`src/rtl/sprite_animator.sv`:
```
// Character sprite engine: per-state descriptor table, frame-tick position/animation update,
// and a two-stage pixel pipeline producing sprite-ROM addresses and a keyed hit flag.
module sprite_animator #(
   parameter int unsigned NUM_STATES  = 6,
   parameter int unsigned COORD_W     = 10,
   parameter int unsigned ADDR_W      = 19,
   parameter int unsigned SCALE_SHIFT = 1,
   parameter int unsigned FRAME_HOLD  = 4,
   parameter int unsigned STEP        = 2,
   parameter int unsigned KNOCKBACK   = 5,
   parameter int unsigned X_MIN       = 10,
   parameter int unsigned X_MAX       = 630,
   parameter int unsigned X_INIT      = 50,
   parameter int unsigned Y_INIT      = 300,
   parameter logic [7:0]  TRANSPARENT = 8'h00,
   localparam int unsigned SW = (NUM_STATES > 1) ? $clog2(NUM_STATES) : 1,
   localparam int unsigned DW = 2 * COORD_W + 9
) (
   input  logic               Clk,
   input  logic               Reset_n,
   input  logic               frame_clk,
   input  logic [SW-1:0]      state_in,
   input  logic               facing_left,
   input  logic               move_r,
   input  logic               move_l,
   input  logic               hurt,
   input  logic [COORD_W-1:0] opp_x,
   input  logic               opp_block,
   input  logic               desc_we,
   input  logic [SW-1:0]      desc_idx,
   input  logic [DW-1:0]      desc_data,
   input  logic [COORD_W-1:0] DrawX,
   input  logic [COORD_W-1:0] DrawY,
   output logic [SW-1:0]      rom_sel,
   output logic [ADDR_W-1:0]  rom_addr,
   input  logic [7:0]         rom_data,
   output logic               is_character,
   output logic [7:0]         data_Out,
   output logic [COORD_W-1:0] character_x,
   output logic [7:0]         anim_frame,
   output logic               anim_done
);

   localparam int unsigned PW = COORD_W + 2;
   localparam int unsigned HW = (FRAME_HOLD > 1) ? $clog2(FRAME_HOLD) : 1;

   localparam logic signed [PW-1:0] STEP_S  = PW'(STEP);
   localparam logic signed [PW-1:0] KNOCK_S = PW'(KNOCKBACK);
   localparam logic signed [PW-1:0] XMIN_S  = PW'(X_MIN);
   localparam logic signed [PW-1:0] XMAX_S  = PW'(X_MAX);
   localparam logic signed [PW-1:0] YINIT_S = PW'(Y_INIT);

   typedef struct packed {
      logic [COORD_W-1:0] width;
      logic [COORD_W-1:0] height;
      logic [7:0]         frames;
      logic               loop;
   } desc_t;

   desc_t desc_q [NUM_STATES];
   desc_t cur;

   logic              sync1_q, sync2_q, sync3_q, tick_q, armed_q;
   logic [1:0]        vld_q;

   logic [SW-1:0]      state_q, state_d;
   logic [7:0]         frame_q, frame_d;
   logic [HW-1:0]      hold_q, hold_d;
   logic               done_q, done_d;
   logic               fired_q, fired_d;
   logic [COORD_W-1:0] x_q, x_d;

   logic [SW-1:0]     rom_sel_q;
   logic [ADDR_W-1:0] rom_addr_q, addr;
   logic              hit, hit_q, hit2_q;

   logic [7:0]               nframes, last;
   logic signed [PW-1:0]     px, pw, ph, popp, nx, dx, dy;
   logic [ADDR_W-1:0]        sw_a, sh_a, sx_a, sy_a;

   assign cur = desc_q[state_q];

   // Descriptor table
   always_ff @(posedge Clk or negedge Reset_n) begin
      if (!Reset_n) begin
         for (int i = 0; i < NUM_STATES; i++) desc_q[i] <= '0;
      end else if (desc_we && (32'(desc_idx) < NUM_STATES)) begin
         desc_q[desc_idx] <= desc_t'(desc_data);
      end
   end

   // Frame strobe synchroniser; armed_q requires a genuine low before the first rising edge
   // after reset, so a strobe that is already high at release does not tick.
   always_ff @(posedge Clk or negedge Reset_n) begin
      if (!Reset_n) begin
         sync1_q <= 1'b0;
         sync2_q <= 1'b0;
         sync3_q <= 1'b0;
         vld_q   <= 2'b00;
         armed_q <= 1'b0;
         tick_q  <= 1'b0;
      end else begin
         sync1_q <= frame_clk;
         sync2_q <= sync1_q;
         sync3_q <= sync2_q;
         vld_q   <= {vld_q[0], 1'b1};
         armed_q <= armed_q | (vld_q[1] & ~sync2_q);
         tick_q  <= armed_q & sync2_q & ~sync3_q;
      end
   end

   always_ff @(posedge Clk or negedge Reset_n) begin
      if (!Reset_n) begin
         state_q <= '0;
         frame_q <= '0;
         hold_q  <= '0;
         done_q  <= 1'b0;
         fired_q <= 1'b0;
         x_q     <= COORD_W'(X_INIT);
      end else begin
         state_q <= state_d;
         frame_q <= frame_d;
         hold_q  <= hold_d;
         done_q  <= done_d;
         fired_q <= fired_d;
         x_q     <= x_d;
      end
   end

   // Horizontal position candidate, in signed arithmetic wide enough not to wrap
   always_comb begin
      px   = $signed({2'b00, x_q});
      pw   = $signed({2'b00, cur.width});
      popp = $signed({2'b00, opp_x});
      nx   = px;
      if (hurt)                  nx = px - KNOCK_S;
      else if (move_r && !move_l) nx = px + STEP_S;
      else if (move_l && !move_r) nx = px - STEP_S;
      if (opp_block && (nx + pw >= popp)) nx = popp - pw;
      if (nx > XMAX_S - pw) nx = XMAX_S - pw;
      if (nx < XMIN_S)      nx = XMIN_S;
   end

   always_comb begin
      state_d = state_q;
      frame_d = frame_q;
      hold_d  = hold_q;
      done_d  = 1'b0;
      fired_d = fired_q;
      x_d     = x_q;
      nframes = (cur.frames == 8'd0) ? 8'd1 : cur.frames;
      last    = nframes - 8'd1;
      if (tick_q) begin
         x_d = nx[COORD_W-1:0];
         if ((state_in != state_q) && (32'(state_in) < NUM_STATES)) begin
            state_d = state_in;
            frame_d = '0;
            hold_d  = '0;
            fired_d = 1'b0;
         end else if (32'(hold_q) == FRAME_HOLD - 1) begin
            hold_d = '0;
            if (frame_q >= last) begin
               if (cur.loop) begin
                  frame_d = '0;
               end else if (!fired_q) begin
                  done_d  = 1'b1;
                  fired_d = 1'b1;
               end
            end else begin
               frame_d = frame_q + 8'd1;
            end
         end else begin
            hold_d = hold_q + 1'b1;
         end
      end
   end

   // Pixel stage 1: window test and ROM address for the current geometry
   always_comb begin
      ph   = $signed({2'b00, cur.height});
      dx   = $signed({2'b00, DrawX}) - px;
      dy   = $signed({2'b00, DrawY}) - YINIT_S;
      hit  = (dx >= 0) && (dx < pw) && (dy >= 0) && (dy < ph);
      sw_a = ADDR_W'(cur.width >> SCALE_SHIFT);
      sh_a = ADDR_W'(cur.height >> SCALE_SHIFT);
      sx_a = ADDR_W'(dx[COORD_W-1:0] >> SCALE_SHIFT);
      sy_a = ADDR_W'(dy[COORD_W-1:0] >> SCALE_SHIFT);
      if (facing_left) sx_a = sw_a - ADDR_W'(1) - sx_a;
      addr = ADDR_W'(frame_q) * sw_a * sh_a + sy_a * sw_a + sx_a;
   end

   always_ff @(posedge Clk or negedge Reset_n) begin
      if (!Reset_n) begin
         rom_sel_q  <= '0;
         rom_addr_q <= '0;
         hit_q      <= 1'b0;
         hit2_q     <= 1'b0;
      end else begin
         rom_sel_q  <= state_q;
         rom_addr_q <= hit ? addr : '0;
         hit_q      <= hit;
         hit2_q     <= hit_q;
      end
   end

   // Pixel stage 2: hit flag delayed to line up with the synchronous ROM read
   assign is_character = hit2_q && (rom_data != TRANSPARENT);
   assign data_Out     = is_character ? rom_data : 8'h00;

   assign rom_sel     = rom_sel_q;
   assign rom_addr    = rom_addr_q;
   assign character_x = x_q;
   assign anim_frame  = frame_q;
   assign anim_done   = done_q;

endmodule

```
`config.mk`:
```
export PLATFORM = sky130hd
export DESIGN_NAME = sprite_animator
export DESIGN_NICKNAME = d
export VERILOG_FILES = /design/src/rtl/sprite_animator.sv
export SDC_FILE = /design/constraint.sdc
export NUM_CORES = 1
export LEC_CHECK = 0
export CAP_MARGIN = 10
export CELL_PAD_IN_SITES_DETAIL_PLACEMENT = 0
export CELL_PAD_IN_SITES_GLOBAL_PLACEMENT = 1
export CORE_MARGIN = 1
export CORE_UTILIZATION = 47
export DETAILED_ROUTE_END_ITERATION = 10
export GPL_TIMING_DRIVEN = 0
export PLACE_DENSITY_LB_ADDON = 0.12
export SLEW_MARGIN = 40
export SYNTH_ARGS = -nofsm -noshare
export SYNTH_HDL_FRONTEND = slang
export SYNTH_SLANG_ARGS = --single-unit
export TNS_END_PERCENT = 30
```
`constraint.sdc`:
```
create_clock -name Clk -period 27.4 [get_ports Clk]
set_clock_uncertainty 0.05 [all_clocks]
set_input_delay 5.48 -clock Clk [delete_from_list [all_inputs] [get_ports Clk]]
set_output_delay 5.48 -clock Clk [all_outputs]
set_load 0.03 [all_outputs]
```
## Yosys cells after proc, flatten, opt, wreduce, memory -nomap -nowiden

Index checks and enable logic that the tools add are counted.

- Register bits: 230
- Input port bits: 82
- Output and inout bits: 50
- Word-level logic and storage cells: 134

- Add/sub/neg operators: 15
- Multipliers: 3
- $lt $le $gt $ge: 13
- Equal/unequal tests: 4
- Multiplexer cells: 32
- Bitwise logic cells: 8
- Reductions and logical operators: 19

Operators by type and width:

| cell | number |
|---|---|
| bitwise mux 174 bit | 1 |
| binary-select mux 29 bit (select 3 bit) | 1 |
| demux 29 bit (select 3 bit) | 1 |
| 2-to-1 mux 29 bit | 3 |
| 2-to-1 mux 12 bit | 5 |
| 2-to-1 mux 8 bit | 6 |
| 2-to-1 mux 19 bit | 2 |
| subtractor 10 x 10 -> 11 bit | 3 |
| greater-or-equal comparator 11 x 1 -> 1 bit, second input constant | 2 |
| < comparator 11 bit | 2 |
| adder 19 x 18 -> 19 bit | 1 |
| adder 19 bit | 1 |
| multiplier 17 x 9 -> 19 bit | 1 |
| multiplier 9 x 9 -> 18 bit | 1 |
| multiplier 8 x 9 -> 17 bit | 1 |
| adder 12 x 11 -> 12 bit | 1 |
| greater-or-equal comparator 12 x 11 -> 1 bit | 1 |
| greater-than comparator 12 bit | 1 |
| < comparator 12 x 5 -> 1 bit, second input constant | 1 |
| adder 10 x 2 -> 11 bit, second input constant | 1 |
| subtractor 10 x 10 -> 11 bit, first input constant | 1 |
| subtractor 10 x 2 -> 11 bit, second input constant | 1 |
| subtractor 10 x 3 -> 11 bit, second input constant | 1 |
| subtractor 10 x 9 -> 11 bit, second input constant | 1 |
| 27 further kinds | 54 |

## Logic depth before layout (Yosys ltp)

Gate-level depths: netlist of the first run.

- Depth after elaboration: 13
- Gate-level depth with buffers: 44
- Gate-level depth less buffers: 41

## Worst setup path before layout of the first run

Ideal clock, no wire load.

- Kind: in2reg
- Start point: in DrawX[1]
- End point: reg rom_addr_q[18], in the netlist rom_addr[18]
- Arrival: 12329 ps
- Path slack: 14902 ps
- Cell stages on the path: 31
- Cells stage by stage: ha_1 > nor2b_1 > o21ai_0 > a21boi_0 > o21ai_0 > nand2b_1 > a21oi_1 > o21bai_1 > a21o_1 > a21oi_1 > xnor2_1 > inv_1 > ha_1 > nor2_1 > nor2_1 > o41ai_1 > o21ai_1 > fa_1 > fa_1 > fa_1 > fa_1 > xnor2_1 > xnor2_1 > xnor2_1 > xnor2_1 > xnor3_1 > xor2_1 > xnor2_1 > xnor3_1 > xor2_1 > and2_1

- Cells in the longest elaborated chain, start to end: 6
- Elaborated cells between the ends (all ways): 10

Ends and longest elaborated chain:

| what | RTL line | text |
|---|---|---|
| from (decl) | 32 | `input logic [COORD_W-1:0] DrawX,` |
| subtractor 10 x 10 -> 11 bit (*) | 181 | `dx = $signed({2'b00, DrawX}) - px;` |
| branches (longest 4 deep; another with adder 19 bit) | - |  |
| 2-to-1 mux 19 bit (*) | 200 | `rom_addr_q <= hit ? addr : '0;` |
| to (signal assigned) | 200 |  |
| to (decl) | 74 | `logic [ADDR_W-1:0] rom_addr_q, addr;` |

Every way passes the cells marked *.
A chain may end at the register's enable or synchronous reset.

## Final worst setup path of the first run

- Start point: in move_r
- End point: reg x_q[1], in the netlist character_x[1]

- Cells in the longest elaborated chain, start to end: 13
- Elaborated cells between the ends (all ways): 14

Ends and longest elaborated chain:

| what | RTL line | text |
|---|---|---|
| from (decl) | 24 | `input logic move_r,` |
| logical NOT 1 bit | 138 | `else if (move_l && !move_r) nx = px - STEP_S;` |
| logical AND 1 bit | 138 |  |
| 2-to-1 mux 12 bit | 138 |  |
| 2-to-1 mux 12 bit (*) | 137 | `else if (move_r && !move_l) nx = px + STEP_S;` |
| 2-to-1 mux 12 bit (*) | 136 | `if (hurt) nx = px - KNOCK_S;` |
| adder 12 x 11 -> 12 bit | 139 | `if (opp_block && (nx + pw >= popp)) nx = popp - pw;` |
| greater-or-equal comparator 12 x 11 -> 1 bit | 139 |  |
| logical AND 1 bit | 139 |  |
| 2-to-1 mux 12 bit (*) | 139 |  |
| greater-than comparator 12 bit | 140 | `if (nx > XMAX_S - pw) nx = XMAX_S - pw;` |
| 2-to-1 mux 12 bit (*) | 140 |  |
| < comparator 12 x 5 -> 1 bit | 141 | `if (nx < XMIN_S) nx = XMIN_S;` |
| 2-to-1 mux 10 bit (*) | 141 |  |
| to (signal assigned) | 119 | `x_q <= COORD_W'(X_INIT);` |
| to (decl) | 71 | `logic [COORD_W-1:0] x_q, x_d;` |

Every way passes the cells marked *; elsewhere a longest branch is shown, timed or not.

==> results.md, run 1 <==
* Core ar. at between 0.04 and 0.05 mm2
* Reg-to-reg startpoint: state_q[2]
* Avg Cell Area, Syn at just under 10 um2
* Die area at about 0.051 mm2
* Top cell type's share of synthesized area at around a quarter
* Largest net degree at the start of global routing at 78
* # Post-CTS Setup Buffers at 0
* Synthesized area at ~0.023 mm2
* Ports at around 130
* Die Height at 224.8 um
* Synth Area in XOR/XNOR at between 3 and 4%
* Fraction of final layout cells sized beyond drive strength 1 at between 10% and 20%
* Crit Path Category: input pin to register
* Placed insts at between 3k and 4k
* Synth cell types at 75
* RSZ-0062 raised after global routing: no
* Clk buf depth at 3
* Non-filler instance count after layout at approximately 3.2k
* Synthesized Nets at approximately 2.9k
* Multiplexer share of the synthesized area at a little over an eighth
* Fraction of registers with async set/reset at between 90% and 100%
* Fill cell count at roughly 4.5k
* PostCTS Resize Cnt at 0
* Crit. End Element: register
* Initial antenna violation count at 0
* WL final at 61500 um
* FP Rows at between 80 and 90
* Number of flops mapped to enable cells by yosys at 0
* Yosys reg bits at 230
* Clock-pin transition on the worst setup and hold timing paths at approximately 60 ps
* Hold Vio Cnt, Final at 0
* Post-DP HPWL at 48990 um
* CTS root buffer: clkbuf_16
* Gr ovfl total at 0
* Commonest non-fill, non-tap cell in the layout: inv_1
* DRC at 0
* Ant. Diodes at 0
* Fmax at approximately 0.075 GHz
* FF/Latch Area at ~0.0058 mm2
* H-tree Lvls at 1
* Period utilization at around half
* Worst-Skew Late Latency at between 500 and 600 ps
* Die W at approximately 220 um
* Setup crit end: character_x[1]
* Fin. max-slew vios at 0
* Num CTS Buffers at 27
* Antenna Nets Post-Route at 0
* Vias in the first global route at 17.93k
* Post-layout min period at between 10000 and 15000 ps
* Post-synthesis simple-gate area fraction at 12.57%
* Setup tns final at 0 ps
* Setup violations, final at 0
* Post-synth top area cell: dfrtp_1
* Footprint of the multi-input gates at around 0.016 mm2
* WL/cell at roughly 19 um
* Clk sinks at 230
* Register area share after synthesis at between 20 and 25%
* Least-Margin Pin Slew at around 860 ps
* CTS tree: yes
* Layout net count at 3034
* Worst R2R Path Depth at 37
* Hold_buf cts at 0
* Largest family of logic cells by synthesized area: adder cells
* PortBufs at 130
* Worst path depth at 29
* Buffer and inverter count on the worst path at 4
* First-pass DRT Iterations at 5
* Cells after Synth at 2354
* Drt initial violations at 841
* Starting Density at 47.65%
* Main synth FF type: dfrtp_1
* Synth Area in Compound Gates at between 7 and 8%
* CP startpoint kind: input pin
* Vias per cell at around 5.4
* CP max stage cell: clkdlybuf4s50_1
* Commonest non-fill, non-tap cells in the layout: 346 x inv_1, 227 x fa_1, 227 x dfrtp_1, 205 x ha_1, 189 x nand2_1
* Adder-cell area share of the yosys netlist at between 30% and 40%
* Top delay family on crit path: compound AO/OA/AOI/OAI gates
* Tightest slew margin relative to the limit at between 40% and 50%
* Setup slack, reg-to-reg at about 15000 ps
* Top post-synthesis cells by area: dfrtp_1 24%, fa_1 19%, ha_1 11%, mux2_2 9.0%, inv_1 5.6%
* Total track usage at between 20% and 30%
* Largest stage delay on the critical path at slightly above 500 ps
* Critical path origin: move_r
* GPL Wtd Cong at ~0.9
* Crit path DAT at around 14000 ps
* Layout Area Growth over Synthesis at 14.25%
* Syn. warnings at 0
* Max-cap violations at 0
* Crit Path Max Fanout at 10
* First-pass GRT wire length at between 90000 and 100000 um
* Critical Path RT at about 28000 ps
* Hold Path Class: register to register
* Via count at between 15k and 20k
* Outcome: complete, no violations
* Worst r2r dst: rom_addr[18]
state kept, by name (all words and copies together), names as in the netlist, 2 cells and up:
signal and count:
anim_frame 8, character_x 10, desc_q 174, hold_q 2, rom_addr 19, rom_sel 3
state_q 3, vld_q 2
worst min-delay path by stage:
stage,start,depth (start not counted),end
after floorplan,hit_q,0,hit2_q
after global routing,vld_q[0],0,vld_q[1]
final,vld_q[0],0,vld_q[1]
after detailed placement,vld_q[0],0,vld_q[1]
after CTS,vld_q[0],0,vld_q[1]
after global placement,vld_q[0],0,vld_q[1]
stage by stage:
stage	utilization [%]	hold WS, ps	worst slack [ps]	instance area (um2)
after global placement	52.01	282.4	11020	25460
after floorplan	-	281.2	14900	23330
after global routing	54.44	306.0	13610	26650
after detailed placement	52.51	285.6	13650	25700
final	54.44	298.4	14040	26650
after CTS	54.37	300.5	14250	26620
synthesized netlist by cell type (4+ instances only):
cell	number
a211oi_1	8
a21boi_0	8
a21o_1	30
a21oi_1	74
a31oi_1	5
and2_1	102
and3_1	6
buf_1	16
buf_4	6
clkbuf_1	45
clkinv_1	5
dfrtp_1	227
fa_1	227
ha_1	205
inv_1	346
inv_2	5
mux2_2	187
mux2i_1	55
mux4_2	18
nand2_1	189
nand2b_1	27
nand3_1	20
nand4_1	8
nor2_1	168
nor2b_1	31
nor3_1	19
nor3_2	5
nor4_1	10
o2111ai_1	7
o21a_1	13
o21ai_0	67
o21bai_1	5
o22ai_1	12
o31a_1	4
o31ai_1	9
or2_2	6
or3_1	9
or4_1	4
xnor2_1	68
xor2_1	33
area by class of cell:
cell class	count	share of cell area (%)
multi-input cells	1695	60.25
flip-flops and latches	230	21.61
repair buffers	137	5.366
inverters	356	5.014
well taps	664	3.118
clock buffers	33	2.808
plain buffers	73	1.225
clock inverters	17	0.6104
logic make-up after synthesis:
group / count (synthesis)
AO/OA/AOI/OAI: 286
XOR/XNOR: 103
adder cells (fa/ha/maj): 432
buffers and inverters: 429
flip-flops: 230
multiplexers: 261
other: 1
AND/OR/NAND/NOR: 612
routing by layer:
layer | vias up | share of wire (%) | GRT usage (%) | wire [um]
met4 | 0 | 2.8 | 6.978 | 1729
met5 | - | 0 | 0 | 0
met3 | 85 | 4.4 | 3.005 | 2736
li1 | 8070 | - | - | -
met1 | 8626 | 44 | 33.46 | 26770
met2 | 404 | 49 | 43.92 | 30270
Power of run 1 is left out: the tool's default activity adds up to more than one toggle a clock period on the data nets, which glitch-free logic cannot reach.
==> run 2: changes to the inputs <==
CORE_UTILIZATION = 44   (was 47)
clock period = 11.6 ns   (was 27.4 ns; I/O delays follow)
==> run 2 against run 1 <==
Net effect: non-clock buffer count rose by 12; sequential share of layout area fell by 0.29 points; flip-flop and latch count did not move; global-route usage fell by 0.95 points; register-to-register slack got worse by 15000 ps; utilization fell by 2.9 points; count of clock-buffer cells in the layout rose by 7; worst hold slack got worse by 2.5 ps; final area rose by 1.4%; first-iteration DRC count rose by 15%; critical path depth rose by 9; critical path type is now register to register; highest routed layer unchanged.
==> results.md, run 2 (synthesis gave the netlist of run 1 again) <==
* DRC at 0
* Most frequent CP cell: fa_1
* WL final at ~63000 um
* Antenna Nets Post-Route at 0
* Max-cap violations at 0
* Placed insts at around 3.2k
* Drt initial violations at between 900 and 1k
* Least-Margin Pin Slew at roughly 850 ps
* Tightest slew margin relative to the limit at 43.21%
* DP Area at ~0.026 mm2
* Vias per cell at about 5.3
* Num CTS Buffers at 28
* Core ar. at around 0.052 mm2
* Commonest non-fill, non-tap cells in the layout: 345 x inv_1, 227 x fa_1, 227 x dfrtp_1, 204 x ha_1, 189 x nand2_1
* Starting Density at between 40% and 50%
* Hold Vio Cnt, Final at 0
* FP Rows at 84
* Largest stage delay on the critical path at between 500 and 600 ps
* Setup slack, reg-to-reg at 490 ps
* Vias in the first global route at 18.28k
* Ant. Diodes at 0
* Commonest non-fill, non-tap cell in the layout: inv_1
* First-pass GRT wire length at between 100000 and 150000 um
* GPL Wtd Cong at 0.8747
* Critical Path RT at between 10000 and 15000 ps
* Fraction of final layout cells sized beyond drive strength 1 at around 14%
* Max reg flops at 174
* Total track usage at around a quarter
* Hold_buf cts at 0
* CTS root buffer: clkbuf_16
* H-tree Lvls at 1
* Crit path DAT at 11520 ps
* Via count at between 15k and 20k
* Design area at roughly 0.027 mm2
* Setup violations, final at 0
* Fill cell count at 4832
* CP max stage cell: fa_1
* First-pass DRT Iterations at 5
* CTS tree: yes
* Outcome: complete, no violations
* Gr ovfl total at 0
* Crit Path Max Fanout at 10
* Period utilization at around 96%
* Non-filler instance count after layout at ~3.2k
* Layout net count at between 3k and 4k
* Crit Path Category: register to register
* Fin. max-slew vios at 0
* Clock-pin transition on the worst setup and hold timing paths at 60 ps
* Fmax at 0.09005 GHz
* Ports at between 100 and 150
* Clk buf depth at 3
* Die Height at 232.2 um
* Post-DP HPWL at between 50000 and 60000 um
* Worst-Skew Late Latency at 590 ps
* CP startpoint kind: register
* Initial antenna violation count at 0
* Crit. End Element: register
* PortBufs at 130
* Top reg by flops: desc_q
* Die area at around 0.054 mm2
* WL/cell at 19.42 um
* Largest net degree at the start of global routing at 79
* Clk sinks at between 200 and 250
* Die W at around 230 um
* Hold Path Class: register to register
* Layout Area Growth over Synthesis at 15.81%
* Post-layout min period at approximately 11000 ps
[run 2: metal layers]
layer	vias to the layer above	wire (um)	global-route usage [%]
li1	8081	-	-
met1	8732	27630	31.99
met2	358	31040	42.61
met3	74	2669	2.579
met4	0	1653	6.579
met5	-	0	0
[run 2: layout make-up]
cell class / instances / area [um2] / area share [%]
Tap cell: 688 / 860.8 / 3.187
Buffer: 70 / 354.1 / 1.311
Clock inverter: 12 / 217.7 / 0.8059
Inverter: 356 / 1345 / 4.979
Multi-Input combinational cell: 1695 / 16140 / 59.73
Sequential cell: 230 / 5759 / 21.32
Timing Repair Buffer: 152 / 1555 / 5.757
Clock buffer: 40 / 785.8 / 2.909
[run 2: path summary, 6_finish.rpt]
check / start / depth (start not counted) / to
min reg2reg: hit_q / 0 / hit2_q
min: hit_q / 0 / hit2_q
max: state_q[1] / 38 / rom_addr[18]
max in group asynchronous: Reset_n / 3 / desc_q[33]
min in group asynchronous: Reset_n / 1 / character_x[8]
max reg2reg: state_q[1] / 38 / rom_addr[18]
[run 2: through the flow]
step	worst slack [ps]	hold WS, ps	utilization, %	setup TNS (ps)
after floorplan	1158	281.2	-	0
final	494.7	295.8	51.51	0
after global routing	-37.78	318.3	51.51	-37.78
after global placement	-1782	282.6	48.60	-399810
after CTS	52.78	297.3	51.16	0
after detailed placement	-805.0	284.7	49.08	-3336
[run 2: timing repair]
item,in CTS,in global routing
gates resized for setup,14,37
buffers inserted,5,10
pin swaps,4,4
endpoints found under the setup margin,6,5
[run 2: critical path: cells and delay by family (launching register included)]
family	cells	cell delay [ps]
buffers and inverters	6	970
and+or+nand+nor	9	1600
adders and majority gates	11	5260
AOI/OAI and AO/OA	3	660
DFF	1	490
xor gates and xnor gates	9	1910
Power of run 2 is left out for the same reason.
